==> src/rtl/spi_master.sv <==
// SPI master (mode 0, MSB first, 8-bit frames) exposed as an MMIO slave.
// Registers: CTRL {div, cs}, STATUS {ovr, rx_valid, busy}, DATA (tx on write, rx on read).
module spi_master #(
    parameter logic [7:0] DIV_RESET = 8'd124
) (
    input  logic        clk_core,
    input  logic        reset_n,
    input  logic        bmmio_cvalid_spi,
    output logic        spi_cready,
    input  logic        bmmio_cmd,
    input  logic [5:0]  bmmio_addr,
    input  logic        bmmio_wvalid_spi,
    output logic        spi_wready,
    input  logic [31:0] bmmio_wdata,
    output logic        spi_rvalid,
    input  logic        bmmio_rready_spi,
    output logic [31:0] spi_rdata,
    output logic        spi_error,
    input  logic        bmmio_eack_spi,
    output logic        spi_sclk,
    output logic        spi_mosi,
    input  logic        spi_miso,
    output logic        spi_cs_n
);

    typedef enum logic [1:0] {IDLE, WDATA, RDATA} state_t;

    state_t      state, state_next;
    logic [5:0]  addr_q;
    logic [7:0]  div;
    logic        cs;
    logic        busy, rx_valid, ovr;
    logic [7:0]  rx, shreg, cnt;
    logic [2:0]  bit_cnt;
    logic [31:0] rd_mux;

    logic cmd_beat, cmd_fault, wr_stall, wr_beat, wr_ok, rd_beat, rd_data_clr, tick, done;
    logic unused_wdata;

    assign unused_wdata = ^bmmio_wdata[31:16];

    assign cmd_beat    = bmmio_cvalid_spi & spi_cready;
    assign cmd_fault   = bmmio_addr > 6'd2;
    // CTRL/DATA writes wait for the shifter so div/cs never change mid-frame
    assign wr_stall    = busy & ((addr_q == 6'd0) | (addr_q == 6'd2));
    assign wr_beat     = (state == WDATA) & bmmio_wvalid_spi & ~wr_stall;
    assign wr_ok       = wr_beat & (addr_q <= 6'd2);
    assign rd_beat     = (state == RDATA) & bmmio_rready_spi;
    assign rd_data_clr = rd_beat & (addr_q == 6'd2);
    assign tick        = busy & (cnt == 8'd0);
    assign done        = tick & spi_sclk & (bit_cnt == 3'd7);
    assign spi_cs_n    = ~cs;

    // Read data snapshot source, selected by the incoming command address
    always_comb begin
        rd_mux = 32'd0;
        case (bmmio_addr)
            6'd0:    rd_mux = {16'd0, div, 7'd0, cs};
            6'd1:    rd_mux = {29'd0, ovr, rx_valid, busy};
            6'd2:    rd_mux = {24'd0, rx};
            default: rd_mux = 32'd0;
        endcase
    end

    // Transaction FSM state register
    always_ff @(posedge clk_core or negedge reset_n) begin
        if (!reset_n) state <= IDLE;
        else          state <= state_next;
    end

    // Transaction FSM next state and handshake outputs
    always_comb begin
        state_next = state;
        spi_cready = 1'b0;
        spi_wready = 1'b0;
        spi_rvalid = 1'b0;
        case (state)
            IDLE: begin
                spi_cready = 1'b1;
                if (bmmio_cvalid_spi) state_next = bmmio_cmd ? RDATA : WDATA;
            end
            WDATA: begin
                spi_wready = ~wr_stall;
                if (wr_beat) state_next = IDLE;
            end
            RDATA: begin
                spi_rvalid = 1'b1;
                if (bmmio_rready_spi) state_next = IDLE;
            end
            default: state_next = IDLE;
        endcase
    end

    // Latch command address and capture read data at the command beat
    always_ff @(posedge clk_core or negedge reset_n) begin
        if (!reset_n) begin
            addr_q    <= 6'd0;
            spi_rdata <= 32'd0;
        end else if (cmd_beat) begin
            addr_q <= bmmio_addr;
            if (bmmio_cmd) spi_rdata <= rd_mux;
        end
    end

    // Fault flag: set on a bad command beat, which beats a same-cycle acknowledge
    always_ff @(posedge clk_core or negedge reset_n) begin
        if (!reset_n)                  spi_error <= 1'b0;
        else if (cmd_beat & cmd_fault) spi_error <= 1'b1;
        else if (bmmio_eack_spi)       spi_error <= 1'b0;
    end

    // CTRL register
    always_ff @(posedge clk_core or negedge reset_n) begin
        if (!reset_n) begin
            div <= DIV_RESET;
            cs  <= 1'b0;
        end else if (wr_ok && addr_q == 6'd0) begin
            div <= bmmio_wdata[15:8];
            cs  <= bmmio_wdata[0];
        end
    end

    // Shift engine: half-period counter, sample on rising, shift out on falling
    always_ff @(posedge clk_core or negedge reset_n) begin
        if (!reset_n) begin
            busy     <= 1'b0;
            spi_sclk <= 1'b0;
            spi_mosi <= 1'b1;
            shreg    <= 8'd0;
            cnt      <= 8'd0;
            bit_cnt  <= 3'd0;
        end else if (wr_ok && addr_q == 6'd2) begin
            busy     <= 1'b1;
            shreg    <= bmmio_wdata[7:0];
            spi_mosi <= bmmio_wdata[7];
            spi_sclk <= 1'b0;
            cnt      <= div;
            bit_cnt  <= 3'd0;
        end else if (busy) begin
            if (cnt == 8'd0) begin
                cnt      <= div;
                spi_sclk <= ~spi_sclk;
                if (!spi_sclk) begin
                    shreg <= {shreg[6:0], spi_miso};
                end else if (bit_cnt == 3'd7) begin
                    busy     <= 1'b0;
                    spi_mosi <= 1'b1;
                end else begin
                    bit_cnt  <= bit_cnt + 3'd1;
                    spi_mosi <= shreg[7];
                end
            end else begin
                cnt <= cnt - 8'd1;
            end
        end
    end

    // Receive buffer and status flags; a completing frame wins over a DATA read clear
    always_ff @(posedge clk_core or negedge reset_n) begin
        if (!reset_n) begin
            rx       <= 8'd0;
            rx_valid <= 1'b0;
            ovr      <= 1'b0;
        end else begin
            if (done) begin
                rx       <= shreg;
                rx_valid <= 1'b1;
            end else if (rd_data_clr) begin
                rx_valid <= 1'b0;
            end
            if (done && rx_valid && !rd_data_clr)
                ovr <= 1'b1;
            else if (wr_ok && addr_q == 6'd1 && bmmio_wdata[2])
                ovr <= 1'b0;
        end
    end

endmodule

==> config.mk <==
export PLATFORM = sky130hd
export DESIGN_NAME = spi_master
export DESIGN_NICKNAME = d
export VERILOG_FILES = /design/src/rtl/spi_master.sv
export SDC_FILE = /design/constraint.sdc
export NUM_CORES = 1
export LEC_CHECK = 0
export CELL_PAD_IN_SITES_DETAIL_PLACEMENT = 1
export CELL_PAD_IN_SITES_GLOBAL_PLACEMENT = 1
export CORE_ASPECT_RATIO = 0.6
export CORE_UTILIZATION = 38
export DETAILED_ROUTE_END_ITERATION = 10
export HOLD_SLACK_MARGIN = 0.1
export PLACE_DENSITY_LB_ADDON = 0.1
export SETUP_SLACK_MARGIN = 0.5
export SLEW_MARGIN = 15
export SYNTH_ARGS = -nofsm -noshare
export SYNTH_HDL_FRONTEND = slang
export SYNTH_SLANG_ARGS = --single-unit
==> constraint.sdc <==
create_clock -name clk_core -period 3.1 [get_ports clk_core]
set_clock_uncertainty 0.15 [all_clocks]
set_input_delay 0.465 -clock clk_core [delete_from_list [all_inputs] [get_ports clk_core]]
set_output_delay 0.465 -clock clk_core [all_outputs]
set_load 0.01 [all_outputs]
==> impl_metrics.tcl, run 1 <==
set metrics [dict create \
    outcome "finished, final reports clean" \
    multiInputGateArea_sq_um 1400 \
    cts.sinks 66 \
    fin_crit_sh 0.808 \
    drive_gt1_frac 0.213 \
    die_h_um 72.9 \
    cpMaxStageDelayCell "or4b_2" \
    cts-root-buf "clkbuf_16" \
    ys_types 51 \
    die_x_um 120 \
    grt_pass1_vias 2380 \
    place_inst 439 \
    dr_total_vias 2358 \
    cts_hold_buf 0 \
    clock.fmax_ghz 0.399 \
    grt_max_degree 67 \
    setup_viol 0 \
    synth_area_leaders "dfrtp_1 (47%), mux2_2 (8.5%), dfstp_2 (5.0%)" \
    clk_path_buf_depth 2 \
    drtAntennaViolNets 0 \
    grt_pass1_wl_um 13100 \
    synthTopCellsByCount "dfrtp_1 (60), mux2_2 (24), nor2_1 (18), buf_4 (16), a21oi_1 (15)" \
    yosysTopAreaCell "dfrtp_1" \
    dp_hpwl_um 5540 \
    portBuffers 52 \
    seqCellArea_sq_um 1660 \
    period_minus_slack_ns 2.51 \
    finalHoldViolations 0 \
    slew_headroom 0.431 \
    rows 25 \
    cp-start-kind "register" \
    drt_pass1_iterations 4 \
    grt.total_usage 0.203 \
    syn2layout_area_growth_pct 30.3 \
    yosys_warnings 0 \
    synth.cell_area_sq_um 3180 \
    worst-setup-path-type "reg2reg" \
    ys.flop_type "dfrtp_1" \
    worstPathArrival_ns 2.58 \
    routabilityCongestion 0.780 \
    initialDrtViolationCount 107 \
    drt_wl_total_um 8090 \
    synth.most_common_cell "dfrtp_1" \
    p_leak_nw 1.77 \
    coreArea_sq_um 8010 \
    yosysTopAreaCellShare 0.472 \
    start_util 0.398 \
    worstPathRequired_ns 3.17 \
    fin_setup_tns_ns 0 \
    drc 0 \
    slowest_delay_ns 0.66 \
    antenna_found_initial 0 \
    syn_avg_cell_area_sq_um 11.3 \
    seq_area_frac_synth 0.521 \
    cts.htree.levels 3 \
    n_fill_cell 870 \
    path_cells "inv_1, ha_1, or4b_2, nor2_1, nand3_4, mux2_2" \
    stdcell_count 456 \
    die-area_sq_um 8760 \
    end_kind "register" \
    fin_nets 393 \
    vias_per_cell 5.17 \
    avgRoutedWirePerCell_um 17.7 \
    drv_cap 0 \
    rsz0062_at_grt "yes" \
    num_antenna_cells 0 \
    final-max-slew-violation-count 0 \
    power_density_nw_per_um2 563 \
    cts_inserted_buffers 9 \
    overflow 0 \
    crit_path_max_fanout 8 \
    ios 85 \
    clock_latency_ns 0.34 \
    cts_tree "yes" \
    worst_pin_slew_ns 0.853 \
    ys_ff_latch 66 \
    synthArstFlopShare 1.00 \
    min_path_type "in2async" \
    ir_worst_vdd_mv 0.303 \
    synth_cells 281 \
    synth_edf_count 0 \
    path_clk_slew_ns 0.06 \
]
## layout by cell type (no fill, tap or decap), drive strengths merged, types with 4 or more instances in the layout
cell type,n
ha,4
clkbuf,10
inv,13
dfstp,6
nand3,5
mux2i,13
a21oi,15
nor3,4
nor4,4
dfrtp,60
or4,5
o21ai,10
nor2,18
conb,16
buf,13
a22o,13
mux2,24
nand2,12
clkdlybuf4s50,50
## cell type report
class | instances | share of cell area
Tap cell | 108 | 0.0326
Clock inverter | 6 | 0.0157
Inverter | 12 | 0.0109
Clock buffer | 10 | 0.0576
Timing Repair Buffer | 64 | 0.147
Sequential cell | 66 | 0.400
Multi-Input combinational cell | 190 | 0.336
## sequential cells by signal (all words and copies together), names as in the netlist
| name | flops |
|---|---|
| addr_q | 6 |
| bit_cnt | 3 |
| busy | 1 |
| cnt | 8 |
| cs | 1 |
| div | 8 |
| ovr | 1 |
| rx | 8 |
| rx_valid | 1 |
| shreg | 8 |
| spi_error | 1 |
| spi_mosi | 1 |
| spi_rdata | 16 |
| spi_sclk | 1 |
| state | 2 |
## per-stage QoR
stage          utilization  area (sq um)  hold WS, ns  power, W  setup WS (ns)
3_5_place_dp         0.475          3800        0.322   0.00131          0.440
2_1_floorplan            -          3240       0.0194   0.00116          0.762
3_3_place_gp         0.475          3800        0.319   0.00130          0.417
4_1_cts              0.515          4120        0.201   0.00236          0.381
5_1_grt              0.518          4150        0.244   0.00244          0.478
6_report             0.518          4150        0.165   0.00233          0.594
## routing by layer
layer,wire [um],vias up,part of all wire,GRT usage
met5,0,-,0,0
met4,99,0,0.012,0.0625
met3,460,11,0.057,0.0648
met2,3430,62,0.42,0.285
met1,4100,1168,0.51,0.296
li1,-,1117,-,-
## report_power, final
group	total (W)	switching, W	internal [W]
Combinational	0.000317	0.000151	0.000166
Clock	0.00103	0.000387	0.000645
Sequential	0.000984	0.0000599	0.000924
Total	0.00233	0.000598	0.00173
## repair_timing
action,CTS,global route
resized for setup,2,5
setup endpoints to repair,10,20
setup buffers,1,0
pin swaps,1,0
## worst max-delay path, delay by kind of cell (launching register included)
| kind | cells | cell delay (ns) |
|---|---|---|
| fa+ha+maj | 1 | 0.21 |
| buf+inv | 1 | 0.12 |
| flops | 1 | 0.41 |
| mux | 1 | 0.31 |
| simple gates | 3 | 1.18 |
## final timing paths
path                         startpoint      endpoint  slack [ns]  cells after the start
setup / recovery                 cnt[0]         rx[5]        0.59                      6
hold / removal                  reset_n        div[0]        0.17                      2
setup reg to reg                 cnt[0]         rx[5]        0.59                      6
hold reg to reg            spi_rdata[1]  spi_rdata[1]        0.33                      2
max in group asynchronous       reset_n  spi_rdata[4]        2.07                      2
min in group clk_core      spi_rdata[1]  spi_rdata[1]        0.33                      2
## kinds of logic after synthesis
kind of cell / after synthesis / share of synthesized area
xor+xnor: 1 / 0.00275
buf+inv: 40 / 0.0676
flops: 66 / 0.521
other cells: 1 / 0.00118
fa+ha+maj: 4 / 0.0157
simple gates: 68 / 0.126
compound gates: 64 / 0.140
mux: 37 / 0.126
Power figures use the tool's default switching activity.
==> run 2: changes to the inputs <==
--- a/config.mk
+++ b/config.mk
@@ -8,7 +8,7 @@
 export CELL_PAD_IN_SITES_DETAIL_PLACEMENT = 1
 export CELL_PAD_IN_SITES_GLOBAL_PLACEMENT = 1
 export CORE_ASPECT_RATIO = 0.6
-export CORE_UTILIZATION = 38
+export CORE_UTILIZATION = 34
 export DETAILED_ROUTE_END_ITERATION = 10
 export HOLD_SLACK_MARGIN = 0.1
 export PLACE_DENSITY_LB_ADDON = 0.1
==> constraint.sdc (replaced) <==
create_clock -name clk_core -period 2.1 [get_ports clk_core]
set_clock_uncertainty 0.15 [all_clocks]
set_input_delay 0.315 -clock clk_core [delete_from_list [all_inputs] [get_ports clk_core]]
set_output_delay 0.315 -clock clk_core [all_outputs]
set_load 0.01 [all_outputs]
==> impl_metrics.tcl, run 2 (synthesis gave the netlist of run 1 again) <==
set metrics [dict create \
    fin_ws_ns -0.251 \
    vias_per_cell 5.20 \
    design_area_sq_um 5230 \
    grt_pass1_vias 2789 \
    finalHoldViolations 0 \
    report.power.total_w 0.00395 \
    grt_pass1_wl_um 15100 \
    period_minus_slack_ns 2.35 \
    portBuffers 52 \
    largest_reg_flops 16 \
    min_path_type "in2reg" \
    critPathLaunch "addr_q[2]" \
    grt.total_usage 0.206 \
    worstPathRequired_ns 2.17 \
    worstSetupEndpoint "cnt[2]" \
    cts.htree.levels 3 \
    dr_total_vias 2685 \
    antenna_found_initial 0 \
    drive_gt1_frac 0.468 \
    placed_area_sq_um 4180 \
    num_antenna_cells 0 \
    grt-busiest-layer "met2" \
    start_util 0.362 \
    avgRoutedWirePerCell_um 19.5 \
    fin_setup_tns_ns -4.65 \
    violations "setup timing" \
    routabilityCongestion 0.763 \
    cp-start-kind "register" \
    drv_cap 0 \
    end_kind "register" \
    overflow 0 \
    cts.sinks 66 \
    use_met1 0.288 \
    outcome "finished with violations" \
    rsz0062_at_grt "yes" \
    clock.fmax_ghz 0.425 \
    drtAntennaViolNets 0 \
    drt_wl_total_um 10100 \
    ir_worst_vdd_mv 0.594 \
    cts_tree "yes" \
    ios 85 \
    p_leak_nw 2.37 \
    gr-usage-met3 0.0537 \
    fin_nets 449 \
    fin_crit_sh 1.12 \
    path_clk_slew_ns 0.06 \
    final_cell_mix "dfrtp_1 (58), buf_4 (40), clkdlybuf4s50_1 (23)" \
    grt_max_degree 67 \
    reg2reg_from "addr_q[2]" \
    r2r_cells 5 \
    syn2layout_area_growth_pct 64.3 \
    timing.rr.end "cnt[2]" \
    worst-setup-path-type "reg2reg" \
    worstPathArrival_ns 2.42 \
    setup_viol 29 \
    met2_usage 0.315 \
    regMostFlops "spi_rdata" \
    initialDrtViolationCount 121 \
    cts-root-buf "clkbuf_16" \
    final-max-slew-violation-count 0 \
    drc 0 \
    rows 26 \
    dp_worst_setup_slack_ns -0.206 \
    cts_inserted_buffers 9 \
    rrSetupSlack_ns -0.25 \
    power_density_nw_per_um2 755 \
    coreArea_sq_um 8780 \
    die_x_um 127 \
    die-area_sq_um 9770 \
    crit_path_max_fanout 5 \
    clk_path_buf_depth 2 \
    drt_pass1_iterations 4 \
    die_h_um 76.9 \
    final_common_cell "dfrtp_1" \
    clock_latency_ns 0.34 \
    dp_hpwl_um 6110 \
    n_fill_cell 894 \
]
run 2: worst max-delay path: stages (launching register included):
cell	delay, ns
dfrtp_1	0.37
or4_4	0.58
buf_6	0.14
or4_4	0.55
and3_4	0.18
a221o_1	0.26
run 2: cell type report:
class / instances / area (sq um) / share of cell area
multi-input combinational: 190 / 1880 / 0.360
sequential: 66 / 1660 / 0.318
timing repair buffer: 120 / 1180 / 0.225
clock buffer: 9 / 225 / 0.0431
tap: 112 / 140 / 0.0268
clock inverter: 7 / 92.6 / 0.0177
inverter: 12 / 47.5 / 0.00909
run 2: metrics by stage:
| stage | hold WS, ns | instances | util |
|---|---|---|---|
| after floorplan | -0.131 | 296 | - |
| after global placement | 0.216 | 472 | 0.476 |
| after detailed placement | 0.212 | 472 | 0.476 |
| after CTS | 0.183 | 502 | 0.549 |
| after global routing | 0.212 | 516 | 0.595 |
| final | 0.199 | 516 | 0.595 |
run 2: routing by layer:
metal	vias up	share of wire
met3	9	0.037
met4	0	0.0088
met5	-	0
met2	56	0.46
met1	1371	0.50
li1	1249	-
run 2: how the worst min path moves through the flow:
stage	start	depth (start not counted)	slack [ns]	endpoint
3_3_place_gp	reset_n	2	0.22	bit_cnt[0]
5_1_grt	bmmio_addr[2]	2	0.21	addr_q[2]
3_5_place_dp	reset_n	2	0.21	bit_cnt[0]
6_report	bmmio_addr[2]	2	0.20	addr_q[2]
2_1_floorplan	reset_n	0	-0.13	addr_q[0]
4_1_cts	bmmio_addr[2]	2	0.18	addr_q[2]
run 2: timing repair:
action                                  4_1_cts  5_1_grt
buffers inserted                             12       13
endpoints found under the setup margin       81       67
gates cloned                                  1        1
resized for setup                            89       65
pin swaps                                    24       15
endpoints found under the hold margin        60        0
hold buffers                                  1        0
run 2: where the power goes:
group / switching (W) / internal, W
Sequential: 0.0000577 / 0.00136
Clock: 0.000605 / 0.00104
Combinational: 0.000414 / 0.000469
Total: 0.00108 / 0.00287
==> run 3: changes to the inputs <==
--- a/config.mk
+++ b/config.mk
@@ -5,11 +5,13 @@
 export SDC_FILE = /design/constraint.sdc
 export NUM_CORES = 1
 export LEC_CHECK = 0
+export CAP_MARGIN = 10
 export CELL_PAD_IN_SITES_DETAIL_PLACEMENT = 1
 export CELL_PAD_IN_SITES_GLOBAL_PLACEMENT = 1
 export CORE_ASPECT_RATIO = 0.6
 export CORE_UTILIZATION = 34
 export DETAILED_ROUTE_END_ITERATION = 10
+export GPL_ROUTABILITY_DRIVEN = 0
 export HOLD_SLACK_MARGIN = 0.1
 export PLACE_DENSITY_LB_ADDON = 0.1
 export SETUP_SLACK_MARGIN = 0.5
==> results of run 3 <==
Final layout, timing and power as in run 2 (identical DEF).
